### src/rtl/instr_type_pkg.sv
`default_nettype none
// ============================================================
// Package : instr_type_pkg
// Brief   : RV32I instruction kinds, opcodes and decoded record
// Rev     : 1.0
// ============================================================
package instr_type_pkg;

  // K_INVALID is zero so a cleared record reads as Invalid.
  typedef enum logic [5:0] {
    K_INVALID = 6'd0,
    K_LUI, K_AUIPC, K_JAL, K_JALR,
    K_BEQ, K_BNE, K_BLT, K_BGE, K_BLTU, K_BGEU,
    K_LB, K_LH, K_LW, K_LBU, K_LHU,
    K_SB, K_SH, K_SW,
    K_ADDI, K_SLTI, K_SLTIU, K_XORI, K_ORI, K_ANDI, K_SLLI, K_SRLI, K_SRAI,
    K_ADD, K_SUB, K_SLL, K_SLT, K_SLTU, K_XOR, K_SRL, K_SRA, K_OR, K_AND,
    K_FENCE, K_FENCE_I, K_ECALL, K_EBREAK,
    K_CSRRW, K_CSRRS, K_CSRRC, K_CSRRWI, K_CSRRSI, K_CSRRCI
  } instr_kind_t;

  // Which register fields and immediate an instruction carries.
  typedef enum logic [3:0] {
    FMT_NONE = 4'd0,
    FMT_R, FMT_I, FMT_IZ, FMT_S, FMT_B, FMT_U, FMT_J, FMT_CSR
  } field_fmt_t;

  localparam logic [6:0] c_opc_lui      = 7'b0110111;
  localparam logic [6:0] c_opc_auipc    = 7'b0010111;
  localparam logic [6:0] c_opc_jal      = 7'b1101111;
  localparam logic [6:0] c_opc_jalr     = 7'b1100111;
  localparam logic [6:0] c_opc_branch   = 7'b1100011;
  localparam logic [6:0] c_opc_load     = 7'b0000011;
  localparam logic [6:0] c_opc_store    = 7'b0100011;
  localparam logic [6:0] c_opc_op_imm   = 7'b0010011;
  localparam logic [6:0] c_opc_op       = 7'b0110011;
  localparam logic [6:0] c_opc_misc_mem = 7'b0001111;
  localparam logic [6:0] c_opc_system   = 7'b1110011;

  typedef struct packed {
    instr_kind_t kind;
    logic [4:0]  rd;
    logic [4:0]  rs1;
    logic [4:0]  rs2;
    logic [31:0] imm;
    logic        illegal;
  } decoded_instr_t;

endpackage
`default_nettype wire

### src/rtl/instr_decoder.sv
`default_nettype none
// ============================================================
// Module  : instr_decoder
// Brief   : purely combinational RV32I instruction decode
// Rev     : 1.0
// ============================================================
module instr_decoder
  import instr_type_pkg::*;
(
  input  logic [31:0]    instr,
  output decoded_instr_t dec
);

  logic [6:0]  w_opcode;
  logic [2:0]  w_funct3;
  logic [6:0]  w_funct7;
  logic [31:0] w_imm_i, w_imm_s, w_imm_b, w_imm_u, w_imm_j, w_imm_csr;
  instr_kind_t w_kind;
  field_fmt_t  w_fmt;

  assign w_opcode  = instr[6:0];
  assign w_funct3  = instr[14:12];
  assign w_funct7  = instr[31:25];
  assign w_imm_i   = {{20{instr[31]}}, instr[31:20]};
  assign w_imm_s   = {{20{instr[31]}}, instr[31:25], instr[11:7]};
  assign w_imm_b   = {{19{instr[31]}}, instr[31], instr[7], instr[30:25], instr[11:8], 1'b0};
  assign w_imm_u   = {instr[31:12], 12'd0};
  assign w_imm_j   = {{11{instr[31]}}, instr[31], instr[19:12], instr[20], instr[30:21], 1'b0};
  assign w_imm_csr = {20'd0, instr[31:20]};

  always_comb begin
    w_kind = K_INVALID;
    w_fmt  = FMT_NONE;
    case (w_opcode)
      c_opc_lui:   begin w_kind = K_LUI;   w_fmt = FMT_U; end
      c_opc_auipc: begin w_kind = K_AUIPC; w_fmt = FMT_U; end
      c_opc_jal:   begin w_kind = K_JAL;   w_fmt = FMT_J; end
      c_opc_jalr: begin
        w_fmt = FMT_I;
        if (w_funct3 == 3'b000) w_kind = K_JALR;
      end
      c_opc_branch: begin
        w_fmt = FMT_B;
        case (w_funct3)
          3'b000:  w_kind = K_BEQ;
          3'b001:  w_kind = K_BNE;
          3'b100:  w_kind = K_BLT;
          3'b101:  w_kind = K_BGE;
          3'b110:  w_kind = K_BLTU;
          3'b111:  w_kind = K_BGEU;
          default: ;
        endcase
      end
      c_opc_load: begin
        w_fmt = FMT_I;
        case (w_funct3)
          3'b000:  w_kind = K_LB;
          3'b001:  w_kind = K_LH;
          3'b010:  w_kind = K_LW;
          3'b100:  w_kind = K_LBU;
          3'b101:  w_kind = K_LHU;
          default: ;
        endcase
      end
      c_opc_store: begin
        w_fmt = FMT_S;
        case (w_funct3)
          3'b000:  w_kind = K_SB;
          3'b001:  w_kind = K_SH;
          3'b010:  w_kind = K_SW;
          default: ;
        endcase
      end
      c_opc_op_imm: begin
        w_fmt = FMT_I;
        case (w_funct3)
          3'b000: w_kind = K_ADDI;
          3'b010: w_kind = K_SLTI;
          3'b011: w_kind = K_SLTIU;
          3'b100: w_kind = K_XORI;
          3'b110: w_kind = K_ORI;
          3'b111: w_kind = K_ANDI;
          // Shift-immediates keep funct7 strict so shamt[5] (instr[25]) is rejected.
          3'b001: if (w_funct7 == 7'h00) w_kind = K_SLLI;
          3'b101: begin
            if (w_funct7 == 7'h00)      w_kind = K_SRLI;
            else if (w_funct7 == 7'h20) w_kind = K_SRAI;
          end
          default: ;
        endcase
      end
      c_opc_op: begin
        w_fmt = FMT_R;
        if (w_funct7 == 7'h00) begin
          case (w_funct3)
            3'b000: w_kind = K_ADD;
            3'b001: w_kind = K_SLL;
            3'b010: w_kind = K_SLT;
            3'b011: w_kind = K_SLTU;
            3'b100: w_kind = K_XOR;
            3'b101: w_kind = K_SRL;
            3'b110: w_kind = K_OR;
            3'b111: w_kind = K_AND;
            default: ;
          endcase
        end else if (w_funct7 == 7'h20) begin
          if (w_funct3 == 3'b000)      w_kind = K_SUB;
          else if (w_funct3 == 3'b101) w_kind = K_SRA;
        end
      end
      c_opc_misc_mem: begin
        if (w_funct3 == 3'b000) begin
          w_kind = K_FENCE;
          w_fmt  = FMT_I;
        end else if (w_funct3 == 3'b001) begin
          w_kind = K_FENCE_I;
          w_fmt  = FMT_IZ;
        end
      end
      c_opc_system: begin
        w_fmt = FMT_CSR;
        case (w_funct3)
          3'b000: begin
            w_fmt = FMT_NONE;
            if (instr[31:20] == 12'd0)      w_kind = K_ECALL;
            else if (instr[31:20] == 12'd1) w_kind = K_EBREAK;
          end
          3'b001:  w_kind = K_CSRRW;
          3'b010:  w_kind = K_CSRRS;
          3'b011:  w_kind = K_CSRRC;
          3'b101:  w_kind = K_CSRRWI;
          3'b110:  w_kind = K_CSRRSI;
          3'b111:  w_kind = K_CSRRCI;
          default: ;
        endcase
      end
      default: ;
    endcase
  end

  always_comb begin
    dec.kind    = w_kind;
    dec.illegal = (w_kind == K_INVALID);
    dec.rd      = '0;
    dec.rs1     = '0;
    dec.rs2     = '0;
    dec.imm     = '0;
    if (w_kind != K_INVALID) begin
      case (w_fmt)
        FMT_R:   begin dec.rd = instr[11:7]; dec.rs1 = instr[19:15]; dec.rs2 = instr[24:20]; end
        FMT_I:   begin dec.rd = instr[11:7]; dec.rs1 = instr[19:15]; dec.imm = w_imm_i; end
        FMT_IZ:  begin dec.rd = instr[11:7]; dec.rs1 = instr[19:15]; end
        FMT_S:   begin dec.rs1 = instr[19:15]; dec.rs2 = instr[24:20]; dec.imm = w_imm_s; end
        FMT_B:   begin dec.rs1 = instr[19:15]; dec.rs2 = instr[24:20]; dec.imm = w_imm_b; end
        FMT_U:   begin dec.rd = instr[11:7]; dec.imm = w_imm_u; end
        FMT_J:   begin dec.rd = instr[11:7]; dec.imm = w_imm_j; end
        // CSRRxI reuse the rs1 slot for the 5-bit uimm.
        FMT_CSR: begin dec.rd = instr[11:7]; dec.rs1 = instr[19:15]; dec.imm = w_imm_csr; end
        default: ;
      endcase
    end
  end

endmodule
`default_nettype wire

### src/rtl/decode_stage.sv
`default_nettype none
// ============================================================
// Module  : decode_stage
// Brief   : registered RV32I decode stage with valid/ready flow
// Rev     : 1.0
// ============================================================
module decode_stage
  import instr_type_pkg::*;
(
  input  logic        clk,
  input  logic        rst_n,
  input  logic        flush,
  input  logic        in_valid,
  output logic        in_ready,
  input  logic [31:0] in_pc,
  input  logic [31:0] in_instr,
  output logic        out_valid,
  input  logic        out_ready,
  output logic [31:0] out_pc,
  output logic [5:0]  out_kind,
  output logic [4:0]  out_rd,
  output logic [4:0]  out_rs1,
  output logic [4:0]  out_rs2,
  output logic [31:0] out_imm,
  output logic        out_illegal
);

  decoded_instr_t w_dec;
  decoded_instr_t r_dec;
  logic           r_valid;
  logic [31:0]    r_pc;
  logic           w_accept;

  instr_decoder u_instr_decoder (
    .instr (in_instr),
    .dec   (w_dec)
  );

  // flush gates in_ready, so an accept can never coincide with a flush.
  assign in_ready = (!r_valid || out_ready) && !flush;
  assign w_accept = in_valid && in_ready;

  always_ff @(posedge clk or negedge rst_n) begin
    if (!rst_n) begin
      r_valid <= 1'b0;
      r_pc    <= '0;
      r_dec   <= '0;
    end else if (w_accept) begin
      r_valid <= 1'b1;
      r_pc    <= in_pc;
      r_dec   <= w_dec;
    end else if (flush || out_ready) begin
      r_valid <= 1'b0;
    end
  end

  assign out_valid   = r_valid;
  assign out_pc      = r_pc;
  assign out_kind    = r_dec.kind;
  assign out_rd      = r_dec.rd;
  assign out_rs1     = r_dec.rs1;
  assign out_rs2     = r_dec.rs2;
  assign out_imm     = r_dec.imm;
  assign out_illegal = r_dec.illegal;

endmodule
`default_nettype wire

### config.mk
export PLATFORM = sky130hd
export DESIGN_NAME = decode_stage
export DESIGN_NICKNAME = d
export VERILOG_FILES = /design/src/rtl/instr_type_pkg.sv /design/src/rtl/instr_decoder.sv /design/src/rtl/decode_stage.sv
export SDC_FILE = /design/constraint.sdc
export NUM_CORES = 1
export LEC_CHECK = 0
export BUFFER_PORTS_ARGS = -buffer_cell sky130_fd_sc_hd__buf_2
export CAP_MARGIN = 20
export CORE_MARGIN = 5
export CORE_UTILIZATION = 40
export CTS_BUF_LIST = sky130_fd_sc_hd__clkbuf_4
export DETAILED_ROUTE_END_ITERATION = 7
export MAX_ROUTING_LAYER = met4
export PLACE_DENSITY = 0.66
export SYNTH_ARGS = -nofsm -noshare
export SYNTH_HDL_FRONTEND = slang
export SYNTH_SLANG_ARGS = --single-unit
export TNS_END_PERCENT = 5
### constraint.sdc
create_clock -name clk -period 2 [get_ports clk]
set_clock_uncertainty 0.2 [all_clocks]
set_input_delay 0.1 -clock clk [delete_from_list [all_inputs] [get_ports clk]]
set_output_delay 0.1 -clock clk [all_outputs]
set_load 0.1 [all_outputs]
==> results of run 1 <==
## worst min path at each step
stage	cells past startpoint	slack (ns)	to
final	4	0.07	out_imm[14]
after floorplan	0	-0.40	out_illegal
after global routing	4	0.05	out_imm[14]
after CTS	4	0.03	out_imm[14]
after detailed placement	1	-0.08	out_pc[18]
after global placement	1	-0.09	out_pc[20]
## layer usage
layer / up-vias / global-route usage / wire length (um)
li1: 2428 / - / -
met1: 2423 / 0.3180 / 7046
met2: 246 / 0.4260 / 8246
met3: 25 / 0.04819 / 1485
met4: 0 / 0.07569 / 286
met5: - / - / 0
## where the power goes
group	internal (uW)	leakage, uW	total (uW)	switching, uW
combinational	440	0.00238	1700	1260
clock	508	0.0000790	1140	631
sequential	1860	0.00116	1920	56.5
total	2810	0.00362	4760	1950
## logic make-up (layout without fill, tap and decap cells)
group                      after synthesis  count (layout)  synth area share
DFF                                     87              87            0.4787
buffers and inverters                   48             349           0.04924
adders and majority gates                5               5           0.01376
other                                    0               1                 0
AOI/OAI and AO/OA                      139             139            0.2160
xor gates and xnor gates                 1               1          0.001926
muxes                                    1               1          0.002476
and+or+nand+nor                        232             232            0.2380
## area by class of cell
cell class / instances / area [um2] / area share
Tap cell: 143 / 178.9 / 0.02477
Clock buffer: 9 / 67.56 / 0.009354
Antenna cell: 1 / 2.502 / 0.0003464
Sequential cell: 87 / 2181 / 0.3019
Timing Repair Buffer: 328 / 2316 / 0.3206
Inverter: 6 / 32.53 / 0.004504
Clock inverter: 6 / 92.59 / 0.01282
Multi-Input combinational cell: 378 / 2352 / 0.3257
## worst max-delay path, stage by stage
cell                       delay (ns)
sky130_fd_sc_hd__buf_12          0.12
sky130_fd_sc_hd__ha_4            0.19
sky130_fd_sc_hd__or3_4           0.42
sky130_fd_sc_hd__o211ai_2        0.21
sky130_fd_sc_hd__a21oi_2         0.08
sky130_fd_sc_hd__nor4_4          0.30
sky130_fd_sc_hd__nand4_1         0.17
sky130_fd_sc_hd__buf_4           0.19
sky130_fd_sc_hd__nor3_4          0.22
sky130_fd_sc_hd__buf_12          0.20
sky130_fd_sc_hd__o31ai_1         0.10
## stage by stage
step / worst slack [ns] / total power (uW) / instance area (um2)
2_1_floorplan: -0.4380 / 3063 / 4722
3_3_place_gp: -0.7773 / 3506 / 6284
3_5_place_dp: -0.8389 / 3518 / 6284
4_1_cts: -0.2033 / 4748 / 7101
5_1_grt: -0.2741 / 4952 / 7223
6_report: -0.1758 / 4760 / 7223
## registers in the layout, summed over array words and instances, names as in the netlist
signal,cells
out_rs2,5
out_rd,5
out_imm,32
out_rs1,5
out_valid,1
out_kind,6
out_illegal,1
out_pc,32
## what timing repair did
| action | in CTS | in global routing |
|---|---|---|
| setup endpoints to repair | 49 | 48 |
| gates resized for setup | 7 | 22 |
| endpoints found under the hold margin | 169 | 0 |
| buffers inserted | 0 | 1 |
| hold buffers | 62 | 0 |
| pin swaps | 5 | 11 |
## layout by cell type (no fill, tap or decap), types with 4 or more instances in the layout
cell / n
sky130_fd_sc_hd__a32o_1: 16
sky130_fd_sc_hd__a22oi_1: 6
sky130_fd_sc_hd__nand3_1: 7
sky130_fd_sc_hd__buf_4: 107
sky130_fd_sc_hd__ha_4: 4
sky130_fd_sc_hd__o31ai_1: 30
sky130_fd_sc_hd__clkbuf_4: 9
sky130_fd_sc_hd__nand2_1: 148
sky130_fd_sc_hd__nand4_1: 8
sky130_fd_sc_hd__a21oi_1: 32
sky130_fd_sc_hd__nand2b_1: 4
sky130_fd_sc_hd__dlygate4sd3_1: 62
sky130_fd_sc_hd__nor3_1: 6
sky130_fd_sc_hd__buf_2: 152
sky130_fd_sc_hd__o21ai_0: 14
sky130_fd_sc_hd__buf_12: 6
sky130_fd_sc_hd__o211ai_1: 4
sky130_fd_sc_hd__nor2b_1: 6
sky130_fd_sc_hd__a31oi_1: 4
sky130_fd_sc_hd__nor2_1: 16
sky130_fd_sc_hd__dfrtp_1: 86
## synthesized netlist by cell type (3+ instances only)
master                     instances
sky130_fd_sc_hd__a22oi_1           6
sky130_fd_sc_hd__nand3_1           8
sky130_fd_sc_hd__o31ai_1          31
sky130_fd_sc_hd__inv_1             5
sky130_fd_sc_hd__nand4_1           8
sky130_fd_sc_hd__a32o_1           16
sky130_fd_sc_hd__nand2_1         149
sky130_fd_sc_hd__a21oi_1          34
sky130_fd_sc_hd__o21a_1            3
sky130_fd_sc_hd__o211ai_1          4
sky130_fd_sc_hd__nand2b_1          4
sky130_fd_sc_hd__dfrtp_1          87
sky130_fd_sc_hd__nor3_1            8
sky130_fd_sc_hd__nor4_1            3
sky130_fd_sc_hd__and2_1            3
sky130_fd_sc_hd__and3b_1           3
sky130_fd_sc_hd__buf_6             4
sky130_fd_sc_hd__or3_1             4
sky130_fd_sc_hd__buf_2            11
sky130_fd_sc_hd__clkbuf_1         24
sky130_fd_sc_hd__nor2b_1           8
sky130_fd_sc_hd__nor2_1           17
sky130_fd_sc_hd__a211oi_1          4
sky130_fd_sc_hd__a31oi_1           4
sky130_fd_sc_hd__buf_1             3
sky130_fd_sc_hd__o21ai_0          15
sky130_fd_sc_hd__ha_1              5
==> results, run 1 <==
- The setup path with the least slack is of type in -> reg.
- In the finished design, the share of the clock period the worst path needs comes to 1.088.
- Buffers placed on the I/O ports in this run total 156.
- The critical path ends at out_imm[21].
- Yosys printed 0 warnings.
- The clock sink count is 87.
- STA classifies the critical path endpoint as a register.
- Setup slack on the critical path of the routed design comes to -0.1758 ns.
- The via count of the first global-routing pass is 5126.
- The data required time at the worst endpoint is 2.13 ns.
- The largest voltage drop on the vdd net is 649.1 uV.
- The transition at the pin with the smallest max-transition slack is 0.5368 ns.
- The number of buffers inserted during clock tree synthesis is 9.
- The synthesized netlist occupies a cell area of 0.004548 mm2.
- After filler insertion, the fill cell instance count of the layout stands at 921.
- In this run, the number of DRC markers left after iteration 0 of detailed routing was 302.
- The number of placed I/O pins is 157.
- TritonCTS built the clock tree.
- The internal reg-to-reg setup slack is 0.15 ns.
- The number of synthesized register bits is 87.
- In the synthesized netlist the dominant register cell turns out to be sky130_fd_sc_hd__dfrtp_1.
- The flow ran to the end, but the final reports show violations.
- The tree is rooted in a sky130_fd_sc_hd__clkbuf_4.
- The final reports fail on setup timing.
- The post-detailed-route DRC marker count is 0.
- The routed layout has 5122 vias.
- The net count after synthesis is 587.
- The count of endpoints failing hold in the final timing report is 0.
- The endpoint identified for the worst register-to-register timing path is out_imm[21].
- Across the run, the number of max-cap violations was 0.
- In this run, placement finished with an instance count of 879.
- The most area-hungry cell type in the Yosys netlist is sky130_fd_sc_hd__dfrtp_1.
- After technology mapping, the gate count stands at 513.
- The startpoint type of the worst setup path is a primary input.
- After floorplanning, the core was divided into 39 placement rows.
- The final number of max-transition violations is 0.
- The depth of the worst register-to-register path is 5.
- The routed design has 17070 um of wire.
- The initial antenna violation count was 1.
- The clock slew at the register clock pins of the worst setup and hold paths is 0.15 ns.
- No sink is reached through more buffers than the 2 on the longest clock path.
- Setup repair after global routing could not meet its margin everywhere.
- The H-tree generated during clock tree synthesis spans 3 levels.
- The number of synthesized flops with an enable pin is 0.
- Of all nets on the critical path, the largest fanout is 23.
- The smallest clock period supported by the final layout is computed as 2.176 ns.
- The class of the tightest hold or removal check is in -> reg.
- The global-route usage over all layers is 0.2558.
- The leakage power summed over all cells is 0.003618 uW.
- The beginning of the worst register-to-register path is out_valid.
- The share of the Yosys chip area taken by registers is 0.4787.
- The total overflow left after global routing is 0.
- The starting density of the core is 0.4035.
- The die covers 0.01360 mm2.
- The fraction of final layout cells with drive strength greater than 1 is 0.3894.
- After synthesis, the mean cell area works out to 8.866 um2.
- The final standard cell count with taps included and fillers excluded is 958.
- At the later pin of the worst-skew pair, clock insertion delay measures 0.43 ns.
- The relative max-transition margin is 0.6421.
- The routability-driven placement congestion ratio is 0.8860.
- The origin of the worst setup path is in_instr[12].
- The global-route wire length before repair is 26330 um.
- The net count of the finished layout is 884.
- The proportion of register bits with asynchronous set or reset after synthesis is 1.000.
- Dividing the detail-routed wire length by the instance count gives 17.81 um.
- Of the post-synthesis cell area, the dominant cell type holds 0.4787.
- At the end of the flow the core is filled with cells to 0.6408.
- The power density relative to cell area is 659.0 mW/mm2.
- The final count of negative-setup-slack endpoints is 48.
- The standard cell core area is 0.01127 mm2.
- The launch instance of the worst min-delay path is in_instr[14].
- The floorplan step set the die height to 116.6 um.
- The floorplan step set the die width to 116.6 um.
- The first detailed-routing pass took 5 iterations.
- The number of distinct standard cells referenced by the synthesized netlist is 62.
- On the final layout, the worst hold slack is 0.06582 ns.
- After legalization and detailed placement, the total HPWL measured 12570 um.
- Sorting the synthesized cells by area gives the leading types as sky130_fd_sc_hd__dfrtp_1 (48%), sky130_fd_sc_hd__nand2_1 (12%), sky130_fd_sc_hd__o31ai_1 (5.1%).
- After detailed routing, the number of vias per cell comes to 5.347.
- Entering global routing, the biggest net connects 43 pins.
- The summed negative setup slack over all endpoints is -6.777 ns.
- The achievable clock frequency is 459.6 MHz.
- Compared with the post-synthesis result, the final layout area differs by 58.82%.
- For the worst setup path, the data arrival time is 2.31 ns.
- The number of nets with antenna violations after detailed routing is 0.
Power figures use the tool's default switching activity.
==> run 2, diff against run 1 <==
Settings changed: CELL_PAD_IN_SITES_DETAIL_PLACEMENT from default to 0, CELL_PAD_IN_SITES_GLOBAL_PLACEMENT from default to 1, CORE_UTILIZATION 40 to 38, PLACE_DENSITY 0.66 to default, PLACE_DENSITY_LB_ADDON from default to 0.1.
==> results, run 2 (synthesis gave the netlist of run 1 again) <==
- The run finished, with violations left.
- The final reports fail on setup timing.
- The total die area is 0.01426 mm2 (+4.8%).
- The leakage power summed over all cells is 0.003638 uW (+0.55%).
- The area added between synthesis and finish is 59.53%.
- The setup slack at placement is -0.7642 ns (+0.07471 ns).
- The iteration count of the initial detailed-routing pass is 5 (unchanged).
- TritonCTS built the clock tree.
- The startpoint type of the worst setup path is a primary input.
- The remaining global-route overflow is 0 (unchanged).
- The initial antenna violation count is 0 (-1).
- The achievable clock frequency is 469.8 MHz (+2.2%).
- The fraction of final layout cells with drive strength greater than 1 was 0.4015 (+0.01203).
- The final count of negative-setup-slack endpoints was 48 (unchanged).
- The final critical delay including setup and external delays is 2.128 ns (-0.04742 ns).
- The latest clock arrival within the worst-skew pair is 0.43 ns (about the same).
- The starting density of the core is 0.3834 (-0.02005).
- The number of levels the H-tree was split into is 3 (unchanged).
- The power density relative to cell area is 622.2 mW/mm2 (-5.6%).
- The die extent in x came to 119.4 um (+2.4%).
- The transition at the pin with the smallest max-transition slack is 0.5174 ns (-0.01947 ns).
- The post-detailed-route DRC marker count is 0 (unchanged).
- The cell total after placement was 879 (unchanged).
- The cell chosen for the clock root is sky130_fd_sc_hd__clkbuf_4.
- The startpoint identified for the worst register-to-register timing path is out_valid.
- The number of diodes added for antenna fixing is 0 (-1).
- The fraction of the cycle the final worst path needs was 1.064 (-0.02371).
- The half-perimeter wire length after detailed placement was 11870 um (-5.5%).
- The commonest non-fill, non-tap cell in the layout is sky130_fd_sc_hd__buf_2.
- The launch instance of the worst min-delay path is out_ready.
- The standard cell core area came to 0.01186 mm2 (+5.2%).
- The filler cell count is 1049 (+14%).
- The global-route wire length before repair is 25810 um (-2.0%).
- The arrival time of the worst setup path is 2.27 ns (-0.04 ns).
- The worst setup slack after layout came to -0.1283 ns (+0.04742 ns).
- The final standard cell count with taps included and fillers excluded is 964 (+0.63%).
- The clock sink count came to 87 (unchanged).
- The final net count was 886 (+0.23%).
- The number of buffers on the longest clock path is 2 (unchanged).
- The count of endpoints failing hold in the final timing report is 0 (unchanged).
- The average detailed-routed wire length per instance is 16.92 um (-5.0%).
- The number of design-rule violations left by the first detailed-router iteration is 289 (-4.3%).
- The largest voltage drop on the vdd net was 282.7 uV (-56%).
- Setup repair after global routing could not meet its margin everywhere.
- The min-delay analysis places its worst path in the category in -> reg.
- The summed negative setup slack over all endpoints is -3.758 ns (+3.019 ns).
- The number of placed I/O pins came to 157 (unchanged).
- The via count was 5077 (-0.88%).
- The capturing element type of the critical path is a register.
- The placed cell area came to 0.006284 mm2 (unchanged).
- The final number of max-transition violations is 0 (unchanged).
- In the layout the commonest cells are sky130_fd_sc_hd__buf_2 (152), sky130_fd_sc_hd__nand2_1 (148), sky130_fd_sc_hd__buf_4 (103).
- The global-route usage over all layers is 0.2326 (-0.02313).
- The number of maximum-capacitance violations is 0 (unchanged).
- The total power consumption of the routed design was 4515 uW (-5.2%).
- The number of buffer cells added on primary ports is 156 (unchanged).
- The worst setup path is of the in -> reg kind.
- The routability-driven placement congestion ratio is 0.9121 (+2.9%).
- The via count normalized by instance count is 5.267 (-1.5%).
- The relative max-transition margin is 0.6575 (+0.01536).
- The row count is 40 (+2.6%).
- The origin of the worst setup path is in_instr[26].
- The clock slew at the register clock pins of the worst setup and hold paths is 0.13 ns (-0.02 ns).
- The number of nets with antenna violations after detailed routing is 0 (unchanged).
- The largest net degree at the start of global routing is 44 (+2.3%).
- The via count of the first global-routing pass came to 5000 (-2.5%).
- The number of buffers inserted during clock tree synthesis was 9 (unchanged).
- The vertical die dimension is 119.4 um (+2.4%).
- The post-route cell area is 0.007256 mm2 (+0.45%).
- The final wirelength came to 16320 um (-4.4%).
- The data required time at the worst endpoint is 2.14 ns (about the same).
- The largest fanout of any net on the critical path is 7 (-70%).
-- run 2: changes by cell type in the layout (fill, tap and decap cells not counted), sizes merged --
cell         change
inv              -1
bufinv           -2
clkbuf           +3
clkinvlp         -1
clkinv           +3
diode            -1
dlygate4sd3      +1
-- run 2: cell type report --
class	instances	area [um2]	area share
clock buffer	11	82.58	0.01138
inverter	6	30.03	0.004139
sequential	87	2181	0.3006
tap	147	183.9	0.02535
timing repair buffer	330	2374	0.3271
multi-input combinational	378	2371	0.3268
clock inverter	5	33.78	0.004656
-- run 2: power by group --
| part | total (uW) | switching, uW | internal [uW] | leakage, uW |
|---|---|---|---|---|
| sequential | 1920 | 53.0 | 1860 | 0.00116 |
| combinational | 1700 | 1250 | 452 | 0.00242 |
| clock | 893 | 609 | 284 | 0.0000649 |
-- run 2: worst paths after layout --
kind	to	slack (ns)	cells past startpoint
min in group asynchronous	out_pc[16]	0.37	3
hold / removal	out_kind[0]	0.06	6
setup / recovery	out_illegal	-0.13	12
setup reg to reg	out_imm[14]	0.21	5
max in group asynchronous	out_valid	0.67	4
hold reg to reg	out_pc[29]	0.28	2
-- run 2: critical path, cell delays in order --
cell	delay, ns
sky130_fd_sc_hd__buf_2	0.12
sky130_fd_sc_hd__nor4_4	0.28
sky130_fd_sc_hd__buf_6	0.17
sky130_fd_sc_hd__nand4_1	0.19
sky130_fd_sc_hd__buf_4	0.21
sky130_fd_sc_hd__a311o_1	0.31
sky130_fd_sc_hd__o21ai_1	0.09
sky130_fd_sc_hd__nand4b_1	0.17
sky130_fd_sc_hd__buf_4	0.15
sky130_fd_sc_hd__nor3_4	0.04
sky130_fd_sc_hd__buf_4	0.16
sky130_fd_sc_hd__mux2_2	0.26
-- run 2: repair_timing --
item	CTS	global route
gates resized for setup	13	22
gates cloned	0	0
pin swaps	10	7
endpoints found under the hold margin	168	0
setup endpoints to repair	48	49
setup buffers	4	1
hold buffers	63	0
-- run 2: per-stage QoR --
stage	util	hold WS (ns)
2_1_floorplan	-	-0.3956
3_3_place_gp	0.5297	-0.1834
3_5_place_dp	0.5297	-0.1779
4_1_cts	0.6000	0.02200
5_1_grt	0.6117	0.04484
6_report	0.6117	0.05925
-- run 2: metal layers --
layer | up-vias | routed length [um] | track usage
met4 | 0 | 447 | 0.08304
li1 | 2438 | - | -
met5 | - | 0 | -
met2 | 154 | 7975 | 0.3811
met1 | 2452 | 7099 | 0.2924
met3 | 33 | 792 | 0.03846
==> run 3, diff against run 2 <==
Clock period 2 ns to 2.2 ns, I/O delays scaled along.
==> results, run 3 (synthesis gave the netlist of run 1 again) <==
- The flow ran to the end, and the final reports show no timing, DRC or antenna violations.
- The relative max-transition margin is 0.6576 (about the same).
- The vertical die dimension was 119.4 um (unchanged).
- The number of levels the H-tree was split into is 3 (unchanged).
- The data required time at the worst endpoint was 2.35 ns (+0.21 ns).
- The arrival time of the worst setup path is 2.34 ns (+0.07 ns).
- The average detailed-routed wire length per instance was 17.09 um (+0.97%).
- The area of combinational cells with multiple inputs is 0.002367 mm2 (-0.16%).
- The row count is 40 (unchanged).
- The number of maximum-capacitance violations was 0 (unchanged).
- The filler cell count is 1062 (+1.2%).
- The via count normalized by instance count is 5.247 (-0.37%).
- The sequential cell area is 0.002181 mm2 (unchanged).
- The transition at the pin with the smallest max-transition slack is 0.5097 ns (-0.007660 ns).
- The final count of negative-setup-slack endpoints is 0 (-100%).
- The worst setup path is of the in -> reg kind.
- The commonest non-fill, non-tap cell in the layout is sky130_fd_sc_hd__buf_2.
- The initial antenna violation count was 0 (unchanged).
- The via count of the first global-routing pass is 4941 (-1.2%).
- STA classifies the critical path endpoint as a register.
- The top cell types in the final layout, fill and taps aside, are sky130_fd_sc_hd__buf_2 (153), sky130_fd_sc_hd__nand2_1 (148), sky130_fd_sc_hd__buf_4 (92).
- The largest net degree at the start of global routing came to 37 (-16%).
- The area growth from synthesis to layout is 57.25%.
- The worst path needs 2.186 ns of the cycle, external delays included.
- The worst hold path endpoint is out_kind[1].
- The CTS tree is done.
- The number of buffers on the longest clock path is 2 (unchanged).
- The number of design-rule violations left by the first detailed-router iteration is 302 (+4.5%).
- The routability-driven placement congestion ratio is 0.9177 (+0.61%).
- The final number of max-transition violations is 0 (unchanged).
- The power density relative to cell area is 574.5 mW/mm2 (-7.7%).
- The iteration count of the initial detailed-routing pass came to 4 (-1).
- The clock sink count is 87 (unchanged).
- STA classifies the critical path startpoint as a primary input.
- The largest fanout of any net on the critical path came to 17 (+10).
- The remaining global-route overflow is 0 (unchanged).
- In this run the critical register-to-register path is captured at out_imm[26].
- The standard cell core area is 0.01186 mm2 (unchanged).
- The final wirelength is 16270 um (-0.29%).
- The post-route cell area came to 0.007152 mm2 (-1.4%).
- The placed cell area is 0.006188 mm2 (-1.5%).
- The count of endpoints failing hold in the final timing report is 0 (unchanged).
- The number of buffer cells added on primary ports is 156 (unchanged).
- The half-perimeter wire length after detailed placement is 11850 um (-0.17%).
- Based on the critical path, the design can be clocked at up to 457.5 MHz.
- The cell chosen for the clock root is sky130_fd_sc_hd__clkbuf_4.
- The largest voltage drop on the vdd net is 362.9 uV (+28%).
- The global-route wire length before repair was 25810 um (about the same).
- The worst hold slack came to 0.06558 ns (+0.006326 ns).
- The clock slew at the register clock pins of the worst setup and hold paths is 0.14 ns (about the same).
- The number of cells on the worst hold path is 6 (unchanged).
- The number of nets with antenna violations after detailed routing is 0 (unchanged).
- The number of placed I/O pins came to 157 (unchanged).
- The depth of the worst register-to-register path is 5 (unchanged).
- The internal reg-to-reg setup slack came to 0.36 ns (+0.15 ns).
- The via count came to 4995 (-1.6%).
- The leakage power summed over all cells is 0.003572 uW (-1.8%).
- The die extent in x is 119.4 um (unchanged).
- The latest clock arrival within the worst-skew pair is 0.45 ns (+0.02 ns).
- The global-route usage over all layers is 0.2334 (+0.0007678).
- The worst hold path begins at out_ready.
- The final net count is 874 (-1.4%).
- Of the available clock period, the critical path in the final layout requires 0.9936.
- The number of buffers inserted during clock tree synthesis is 9 (unchanged).
- The post-detailed-route DRC marker count was 0 (unchanged).
- Setup repair after global routing could not meet its margin everywhere.
- The total die area is 0.01426 mm2 (unchanged).
- The starting density of the core was 0.3834 (unchanged).
- The number of diodes added for antenna fixing is 0 (unchanged).
- The fraction of final layout cells with drive strength greater than 1 is 0.3851 (-0.01638).
- The class of the tightest hold or removal check is in -> reg.
- The beginning of the worst register-to-register path is out_valid.
==> run 3: power breakdown <==
part	internal [uW]	total (uW)	leakage, uW	switching, uW
Clock	237	817	0.0000675	579
Sequential	1690	1740	0.00116	47.7
Combinational	410	1550	0.00235	1140
==> run 3: layout make-up <==
type	instances	share of cell area
clock buffer	9	0.009447
multi-input combinational	378	0.3310
tap	147	0.02572
clock inverter	7	0.006473
inverter	6	0.004549
timing repair buffer	318	0.3179
sequential	87	0.3049
==> run 3: worst max-delay path, cell delays in order <==
cell	delay, ns
sky130_fd_sc_hd__buf_8	0.10
sky130_fd_sc_hd__inv_4	0.05
sky130_fd_sc_hd__ha_4	0.17
sky130_fd_sc_hd__buf_4	0.17
sky130_fd_sc_hd__a31oi_1	0.24
sky130_fd_sc_hd__a2111oi_4	0.09
sky130_fd_sc_hd__buf_4	0.16
sky130_fd_sc_hd__nor4_4	0.27
sky130_fd_sc_hd__nand4_1	0.14
sky130_fd_sc_hd__buf_4	0.16
sky130_fd_sc_hd__o31a_1	0.26
sky130_fd_sc_hd__buf_12	0.16
sky130_fd_sc_hd__a32o_1	0.24
==> run 3: layer usage <==
metal | vias to the layer above | GRT usage | part of all wire
li1 | 2408 | - | -
met1 | 2393 | 0.3026 | 0.44
met2 | 177 | 0.3748 | 0.49
met3 | 17 | 0.04891 | 0.056
met4 | 0 | 0.06156 | 0.015
met5 | - | - | 0
==> run 3: stage by stage <==
step,power [uW],setup WS (ns),instances,TNS (ns),util
global route,4311,-0.03288,952,-0.3752,0.6030
floorplan,2782,-0.2480,513,-13.66,-
finish,4108,0.01416,952,0,0.6030
CTS,4119,-0.07718,952,-1.026,0.5934
detailed placement,3187,-0.6480,868,-29.19,0.5217
global placement,3174,-0.7679,868,-32.47,0.5217
==> run 3: repair_timing <==
| action | 4_1_cts | 5_1_grt |
|---|---|---|
| gates cloned | 1 | 0 |
| hold endpoints to repair | 170 | 0 |
| setup endpoints to repair | 48 | 48 |
| pin swaps | 4 | 7 |
| buffers inserted | 4 | 0 |
| hold buffers | 63 | 0 |
| gates resized for setup | 11 | 19 |
==> run 3: worst max path at each step <==
| stage | startpoint | endpoint | slack (ns) | depth (start not counted) |
|---|---|---|---|---|
| after floorplan | in_instr[12] | out_rd[0] | -0.25 | 13 |
| after global placement | in_instr[13] | out_illegal | -0.77 | 13 |
| after detailed placement | in_instr[13] | out_illegal | -0.65 | 13 |
| after CTS | in_instr[12] | out_imm[8] | -0.08 | 11 |
| after global routing | in_instr[13] | out_rs1[0] | -0.03 | 13 |
| final | in_instr[13] | out_imm[8] | 0.01 | 13 |
